### src/rtl/fetch_pkg.sv
// Shared types and constants for the instruction-fetch front end.
package fetch_pkg;

  typedef enum logic [1:0] {
    IDLE = 2'd0,
    REQ  = 2'd1,
    WAIT = 2'd2,
    DROP = 2'd3
  } fetch_state_e;

  localparam logic [31:0] NOP_INSTR = 32'h0000_0013;
  localparam int          PC_STEP   = 4;

endpackage

### src/rtl/fetch_stage_hs_if.sv
// Fetch-stage bundle: imem ready/valid port, redirect input, IF/ID output and counters.
interface fetch_stage_hs_if #(
  parameter int XLEN  = 32,
  parameter int ILEN  = 32,
  parameter int CNT_W = 16
);

  logic             imem_req_valid;
  logic             imem_req_ready;
  logic [XLEN-1:0]  imem_req_addr;
  logic             imem_resp_valid;
  logic [ILEN-1:0]  imem_resp_data;
  logic             redirect_valid;
  logic [XLEN-1:0]  redirect_pc;
  logic             id_ready;
  logic             id_valid;
  logic [XLEN-1:0]  id_pc;
  logic [XLEN-1:0]  id_pc_plus4;
  logic [ILEN-1:0]  id_instr;
  logic [CNT_W-1:0] fetch_cnt;
  logic [CNT_W-1:0] drop_cnt;

  modport master (
    output imem_req_valid, imem_req_addr,
    output id_valid, id_pc, id_pc_plus4, id_instr,
    output fetch_cnt, drop_cnt,
    input  imem_req_ready, imem_resp_valid, imem_resp_data,
    input  redirect_valid, redirect_pc, id_ready
  );

  modport slave (
    input  imem_req_valid, imem_req_addr,
    input  id_valid, id_pc, id_pc_plus4, id_instr,
    input  fetch_cnt, drop_cnt,
    output imem_req_ready, imem_resp_valid, imem_resp_data,
    output redirect_valid, redirect_pc, id_ready
  );

endinterface

### src/rtl/pc_reg_en.sv
// Program counter with load enable; redirect has priority over the sequential step.
module pc_reg_en
  import fetch_pkg::*;
#(
  parameter int              XLEN     = 32,
  parameter logic [XLEN-1:0] RESET_PC = '0
) (
  input  logic            clk,
  input  logic            rst,
  input  logic            i_redirect,
  input  logic [XLEN-1:0] i_redirect_pc,
  input  logic            i_step,
  output logic [XLEN-1:0] o_pc
);

  logic [XLEN-1:0] r_pc;
  logic [XLEN-1:0] w_pc_next;
  logic            w_load;

  // Redirect targets are word-aligned by clearing the two low bits.
  always_comb begin
    w_load    = i_redirect | i_step;
    w_pc_next = r_pc;
    if (i_redirect) begin
      w_pc_next = i_redirect_pc & ~XLEN'(3);
    end else if (i_step) begin
      w_pc_next = r_pc + XLEN'(PC_STEP);
    end
  end

  always_ff @(posedge clk) begin
    if (rst) begin
      r_pc <= RESET_PC;
    end else if (w_load) begin
      r_pc <= w_pc_next;
    end
  end

  assign o_pc = r_pc;

endmodule

### src/rtl/fetch_stage_hs.sv
// Instruction-fetch front end: single-outstanding imem request FSM, one-entry IF/ID register.
module fetch_stage_hs
  import fetch_pkg::*;
#(
  parameter int              XLEN     = 32,
  parameter int              ILEN     = 32,
  parameter logic [XLEN-1:0] RESET_PC = '0,
  parameter int              CNT_W    = 16
) (
  input  logic             clk,
  input  logic             reset,
  fetch_stage_hs_if.master bus
);

  fetch_state_e     r_state;
  fetch_state_e     w_state_next;
  logic             r_id_valid;
  logic [XLEN-1:0]  r_id_pc;
  logic [ILEN-1:0]  r_id_instr;
  logic [CNT_W-1:0] r_fetch_cnt;
  logic [CNT_W-1:0] r_drop_cnt;

  logic             w_slot_free;
  logic             w_req_valid;
  logic             w_req_fire;
  logic             w_flush;
  logic             w_take_resp;
  logic             w_drop_resp;
  logic             w_deliver;
  logic [XLEN-1:0]  w_pc;

  pc_reg_en #(
    .XLEN     (XLEN),
    .RESET_PC (RESET_PC)
  ) u_pc (
    .clk           (clk),
    .rst           (reset),
    .i_redirect    (bus.redirect_valid),
    .i_redirect_pc (bus.redirect_pc),
    .i_step        (w_take_resp),
    .o_pc          (w_pc)
  );

  // A request may only go out when the IF/ID slot is empty or draining this cycle,
  // so the slot is guaranteed free when the response lands.
  assign w_slot_free = !r_id_valid | bus.id_ready;
  assign w_req_valid = (r_state == REQ) & w_slot_free & !bus.redirect_valid & !reset;
  assign w_req_fire  = w_req_valid & bus.imem_req_ready;
  assign w_flush     = bus.redirect_valid & (r_state != IDLE);
  assign w_take_resp = (r_state == WAIT) & bus.imem_resp_valid & !bus.redirect_valid;
  assign w_drop_resp = bus.imem_resp_valid &
                       ((r_state == DROP) | ((r_state == WAIT) & bus.redirect_valid));
  assign w_deliver   = r_id_valid & bus.id_ready;

  // A response arriving with a redirect retires the outstanding request, so go straight to REQ.
  always_comb begin
    w_state_next = r_state;
    case (r_state)
      IDLE: w_state_next = REQ;
      REQ:  if (w_req_fire) w_state_next = WAIT;
      WAIT: begin
        if (bus.imem_resp_valid)     w_state_next = REQ;
        else if (bus.redirect_valid) w_state_next = DROP;
      end
      DROP: if (bus.imem_resp_valid) w_state_next = REQ;
      default: w_state_next = IDLE;
    endcase
  end

  always_ff @(posedge clk) begin
    if (reset) begin
      r_state     <= IDLE;
      r_id_valid  <= 1'b0;
      r_id_pc     <= '0;
      r_id_instr  <= ILEN'(NOP_INSTR);
      r_fetch_cnt <= '0;
      r_drop_cnt  <= '0;
    end else begin
      r_state <= w_state_next;
      if (w_flush) begin
        r_id_valid <= 1'b0;
      end else if (w_take_resp) begin
        r_id_valid <= 1'b1;
      end else if (bus.id_ready) begin
        r_id_valid <= 1'b0;
      end
      if (w_take_resp) begin
        r_id_instr <= bus.imem_resp_data;
        r_id_pc    <= w_pc;
      end
      if (w_deliver) begin
        r_fetch_cnt <= r_fetch_cnt + 1'b1;
      end
      if (w_drop_resp) begin
        r_drop_cnt <= r_drop_cnt + 1'b1;
      end
    end
  end

  assign bus.imem_req_valid = w_req_valid;
  assign bus.imem_req_addr  = w_pc;
  assign bus.id_valid       = r_id_valid;
  assign bus.id_pc          = r_id_pc;
  assign bus.id_pc_plus4    = r_id_pc + XLEN'(PC_STEP);
  assign bus.id_instr       = r_id_instr;
  assign bus.fetch_cnt      = r_fetch_cnt;
  assign bus.drop_cnt       = r_drop_cnt;

endmodule
### src/flat_wrapper.sv
// flat-port wrapper written by rule: the top's interface ports become plain ports
module fetch_stage_hs_flat import fetch_pkg::*;
#(
  parameter int              XLEN     = 32,
  parameter int              ILEN     = 32,
  parameter logic [XLEN-1:0] RESET_PC = '0,
  parameter int              CNT_W    = 16
)
  (clk, reset, bus_imem_req_valid, bus_imem_req_addr, bus_id_valid, bus_id_pc, bus_id_pc_plus4, bus_id_instr, bus_fetch_cnt, bus_drop_cnt, bus_imem_req_ready, bus_imem_resp_valid, bus_imem_resp_data, bus_redirect_valid, bus_redirect_pc, bus_id_ready);
  fetch_stage_hs_if #(.XLEN(XLEN), .ILEN(ILEN), .CNT_W(CNT_W)) bus_i ();
  input  logic clk;
  input  logic reset;
  output wire logic [$bits(bus_i.imem_req_valid)-1:0] bus_imem_req_valid;
  output wire logic [$bits(bus_i.imem_req_addr)-1:0] bus_imem_req_addr;
  output wire logic [$bits(bus_i.id_valid)-1:0] bus_id_valid;
  output wire logic [$bits(bus_i.id_pc)-1:0] bus_id_pc;
  output wire logic [$bits(bus_i.id_pc_plus4)-1:0] bus_id_pc_plus4;
  output wire logic [$bits(bus_i.id_instr)-1:0] bus_id_instr;
  output wire logic [$bits(bus_i.fetch_cnt)-1:0] bus_fetch_cnt;
  output wire logic [$bits(bus_i.drop_cnt)-1:0] bus_drop_cnt;
  input wire logic [$bits(bus_i.imem_req_ready)-1:0] bus_imem_req_ready;
  input wire logic [$bits(bus_i.imem_resp_valid)-1:0] bus_imem_resp_valid;
  input wire logic [$bits(bus_i.imem_resp_data)-1:0] bus_imem_resp_data;
  input wire logic [$bits(bus_i.redirect_valid)-1:0] bus_redirect_valid;
  input wire logic [$bits(bus_i.redirect_pc)-1:0] bus_redirect_pc;
  input wire logic [$bits(bus_i.id_ready)-1:0] bus_id_ready;
  assign bus_imem_req_valid = bus_i.imem_req_valid;
  assign bus_imem_req_addr = bus_i.imem_req_addr;
  assign bus_id_valid = bus_i.id_valid;
  assign bus_id_pc = bus_i.id_pc;
  assign bus_id_pc_plus4 = bus_i.id_pc_plus4;
  assign bus_id_instr = bus_i.id_instr;
  assign bus_fetch_cnt = bus_i.fetch_cnt;
  assign bus_drop_cnt = bus_i.drop_cnt;
  assign bus_i.imem_req_ready = bus_imem_req_ready;
  assign bus_i.imem_resp_valid = bus_imem_resp_valid;
  assign bus_i.imem_resp_data = bus_imem_resp_data;
  assign bus_i.redirect_valid = bus_redirect_valid;
  assign bus_i.redirect_pc = bus_redirect_pc;
  assign bus_i.id_ready = bus_id_ready;
  fetch_stage_hs #(.XLEN(XLEN), .ILEN(ILEN), .RESET_PC(RESET_PC), .CNT_W(CNT_W)) u_core (.clk(clk), .reset(reset), .bus(bus_i));
endmodule
### config.mk
export PLATFORM = sky130hd
export DESIGN_NAME = fetch_stage_hs_flat
export DESIGN_NICKNAME = d
export VERILOG_FILES = /design/src/rtl/fetch_pkg.sv /design/src/rtl/fetch_stage_hs_if.sv /design/src/rtl/pc_reg_en.sv /design/src/rtl/fetch_stage_hs.sv /design/src/flat_wrapper.sv
export SDC_FILE = /design/constraint.sdc
export NUM_CORES = 1
export LEC_CHECK = 0
export ABC_AREA = 0
export CELL_PAD_IN_SITES_DETAIL_PLACEMENT = 1
export CELL_PAD_IN_SITES_GLOBAL_PLACEMENT = 2
export CORE_MARGIN = 2
export CORE_UTILIZATION = 26
export DETAILED_ROUTE_END_ITERATION = 12
export PLACE_DENSITY = 0.95
export SYNTH_ARGS = -nofsm -noshare
export SYNTH_HDL_FRONTEND = slang
export SYNTH_SLANG_ARGS = --single-unit
### constraint.sdc
create_clock -name clk -period 3.63 [get_ports clk]
set_clock_uncertainty 0.05 [all_clocks]
set_input_delay 0.363 -clock clk [delete_from_list [all_inputs] [get_ports clk]]
set_output_delay 0.363 -clock clk [all_outputs]
set_load 0.02 [all_outputs]
==> metrics.md <==
| Metric | Value |
|---|---|
| Die area | between 20000 and 25000 µm² |
| Hold depth | 2 |
| Crit-path cells | ha_1, nand3_1, nor3_1, buf_4, nand3_1, xnor2_1, clkdlybuf4s50_1 |
| First-pass iteration count of the detailed router | 4 |
| # resized after CTS | 0 |
| Distinct cell type count after synthesis | between 40 and 50 |
| Synth Area in Adders | 1.65% |
| Cell count after placement | 1243 |
| Compound-cell area share of the yosys netlist | ~14% |
| Initial antenna violation count | 3 |
| Final HPWL from detailed placement | approximately 16000 µm |
| P&R area growth vs syn | 52.5% |
| Routed wire length | between 20000 and 25000 µm |
| Row Count | 55 |
| Most frequent cells in the layout | clkdlybuf4s50_1, nand2_1, dfxtp_1, a21oi_1, nor2_1 |
| Worst R2R Path Depth | 6 |
| Fraction of layout instances using a drive strength above 1 | 5.25% |
| Layout Nets | 1055 |
| Crit Path Class | register to output pin |
| Die height | 157 µm |
| Reg area | 2540 µm² |
| Area of the multi-input gates | between 3000 and 4000 µm² |
| CTS Root Cell | clkbuf_16 |
| CP most frequent cell | nand3_1 |
| Number of synthesized register bits | between 100 and 150 |
| Core area | 22700 µm² |
| Initial DRC Count | 345 |
| Total CTS buffers | 17 |
| Chip width | roughly 160 µm |
| Vias per cell | 5.01 |
| Initial Util | 26.6% |
| Largest net degree at the start of global routing | 53 |
| Synth Warn # | 0 |
| Avg WL per Cell | 17.1 µm |
| Vias in the first global route | 6406 |
| Maximum VDD drop | between 0.2 and 0.3 mV |
| Buffers added on ports | ~220 |
| Overflow after GRT | 0 |
| CTS H-tree depth | 4 |
| Most common cell after layout, fill and taps aside | clkdlybuf4s50_1 |
| Mux cell area share after synthesis | 0% |
| Critical Path RT | 3.22 ns |
| Clock latency on the worst-skew pair | 0.42 ns |
| Cell Area, Synth | 6050 µm² |
| Via count | roughly 6.4k |
| Worst hold path class | primary input to register |
| Antenna viol nets, final | 0 |
| Avg Synthesized Cell Area | 7.91 µm² |
| Non-filler cells, final | 1277 |
| DRC errors left | 0 |
| Post-synthesis simple-gate area fraction | between 20 and 30% |
| Main combinational cell family by area after synthesis | simple AND/OR/NAND/NOR gates |
| Final slew viol count | 0 |
| Clock buffer depth | 2 |
| Clock transition at path regs | 0.06 ns |
| Placer congestion estimate | 0.758 |
| Relative slew slack | 60.2% |
| Post-CTS Setup Repair Bufs | 0 |
| Crit end category | output pin |
| Final Critical Period | 3.06 ns |
| First-pass GRT wire length | about 34000 µm |
| Max-cap violations | 0 |
| Post-synthesis cell count | 765 |
| Final Setup Violations | 0 |
| Clk sinks | 127 |
| Top Ports | 232 |
| Setup Total Neg Slack | 0 ns |
| Critical path data arrival time | 2.65 ns |
| Fmax | 327 MHz |
| RSZ-0062 raised after global routing | false |
| Critical Path Source Type | register |
| Fill cells | 2699 |
| Final Cycle Share | 84.3% |
| Final hold vios | 0 |
| Status | completed |
| PwrDens | 402 nW/µm² |
| CP max stage cell | clkdlybuf4s50_1 |
| Cts hold-fix bufs | 0 |
| Max stage delay on crit path | 0.63 ns |
| Seq/Total Area, Yosys | 42.0% |
| Slew @ Worst Pin | between 0.5 and 0.6 ns |
| Gr usage total | 17.7% |
| CTS tree | done |
| P_leak | ~3.1 nW |
| Critical-path maximum fanout | 9 |
| XOR/XNOR Fraction of Synth Area | 8.11% |
## worst max-delay path: cells and delay by family (launching register included)
kind | cells | cell delay [ns]
flops | 1 | 0.46
fa+ha+maj | 1 | 0.25
simple gates | 3 | 0.52
xor+xnor | 1 | 0.18
buf+inv | 2 | 0.83
## synthesized netlist by cell type (all sizes together)
library cell    n  share of area, %
nor2           48               3.0
a32oi           4              0.58
inv            12              0.74
nor3            7              0.58
a31o            2              0.29
a21oi          78               6.5
nand2b          1              0.10
ha              8               1.7
a21o            2              0.25
and2            3              0.31
nand4          37               3.9
a221oi          1              0.14
a311oi         11               1.6
or3            13               1.3
o21a            1              0.12
or4            18               2.2
o2111a          1              0.19
nand3b          1              0.12
clkbuf         38               2.4
or4b            1              0.17
o21ai          17               1.4
xnor2          33               4.8
and3           15               1.6
a31oi           2              0.21
buf             9               1.0
nor4            5              0.52
xor2           23               3.3
a211oi          8              0.99
nand4b          1              0.14
o31a            2              0.29
and4           12               1.7
a2111oi         2              0.29
nand2         166                10
o31ai          13               1.6
nor2b           1              0.10
dfxtp         127                42
nand3          39               3.2
or2             2              0.21
conb            1             0.062
## layer usage
metal  wire [µm]  GRT usage [%]  share of wire, %  up-vias
met2       10400           29.6                47      149
met4         296           4.33               1.4        0
met1        9990           22.3                46     3106
li1            -              -                 -     3129
met3        1220           5.15               5.6       19
met5           0              0                 0        -
## registers in the layout, indices dropped and copies added (netlist names)
name / count
u_core.bus.id_instr: 32
u_core.bus.id_pc: 30
u_core.u_pc.o_pc: 30
u_core.bus.drop_cnt: 16
u_core.bus.fetch_cnt: 16
u_core.r_state: 2
u_core.bus.id_valid: 1
## per-stage QoR
step | power [mW] | utilization [%] | worst slack [ns] | instance area [µm²] | hold slack (ns)
finish | 3.71 | 40.6 | 0.571 | 9220 | 0.286
global route | 3.84 | 40.6 | 0.312 | 9220 | 0.273
CTS | 3.75 | 40.6 | 0.504 | 9220 | 0.272
detailed placement | 1.83 | 37.7 | 0.768 | 8560 | 0.399
global placement | 1.82 | 37.7 | 0.815 | 8560 | 0.391
floorplan | 1.64 | - | 1.18 | 6070 | 0.434
## worst paths after layout
kind / startpoint / end / slack (ns)
worst max-delay path: u_core.bus.id_pc[2]$_SDFFE_PP0P_ / bus_id_pc_plus4[18] / 0.57
worst min-delay path: reset / u_core.bus.id_pc[24]$_SDFFE_PP0P_ / 0.29
worst max register to register: u_core.r_state[0]$_SDFFE_PP0P_ / u_core.u_pc.o_pc[27]$_SDFFE_PP0N_ / 0.85
worst min register to register: u_core.bus.id_instr[3]$_SDFFE_PP0P_ / u_core.bus.id_instr[3]$_SDFFE_PP0P_ / 0.40
## power by group
part | internal, mW | total (mW) | switching [mW]
sequential | 1.43 | 1.48 | 0.0538
combinational | 0.158 | 0.317 | 0.159
clock | 1.24 | 1.91 | 0.668
## cell families (layout without fill, tap and decap cells)
logic type / Yosys count / count (layout)
simple gates: 370 / 370
compound gates: 144 / 144
flops: 127 / 127
buf+inv: 59 / 279
xor+xnor: 56 / 56
fa+ha+maj: 8 / 8
other cells: 1 / 8
## final cells by class
type	count	share of cell area, %
diodes	2	0.0543
clock buffers	20	4.84
clock inverters	12	2.27
inverters	12	0.488
multi-input cells	584	35.6
flip-flops and latches	127	27.6
well taps	285	3.87
repair buffers	235	25.3
Note: power is estimated with default switching activity, not from simulation.
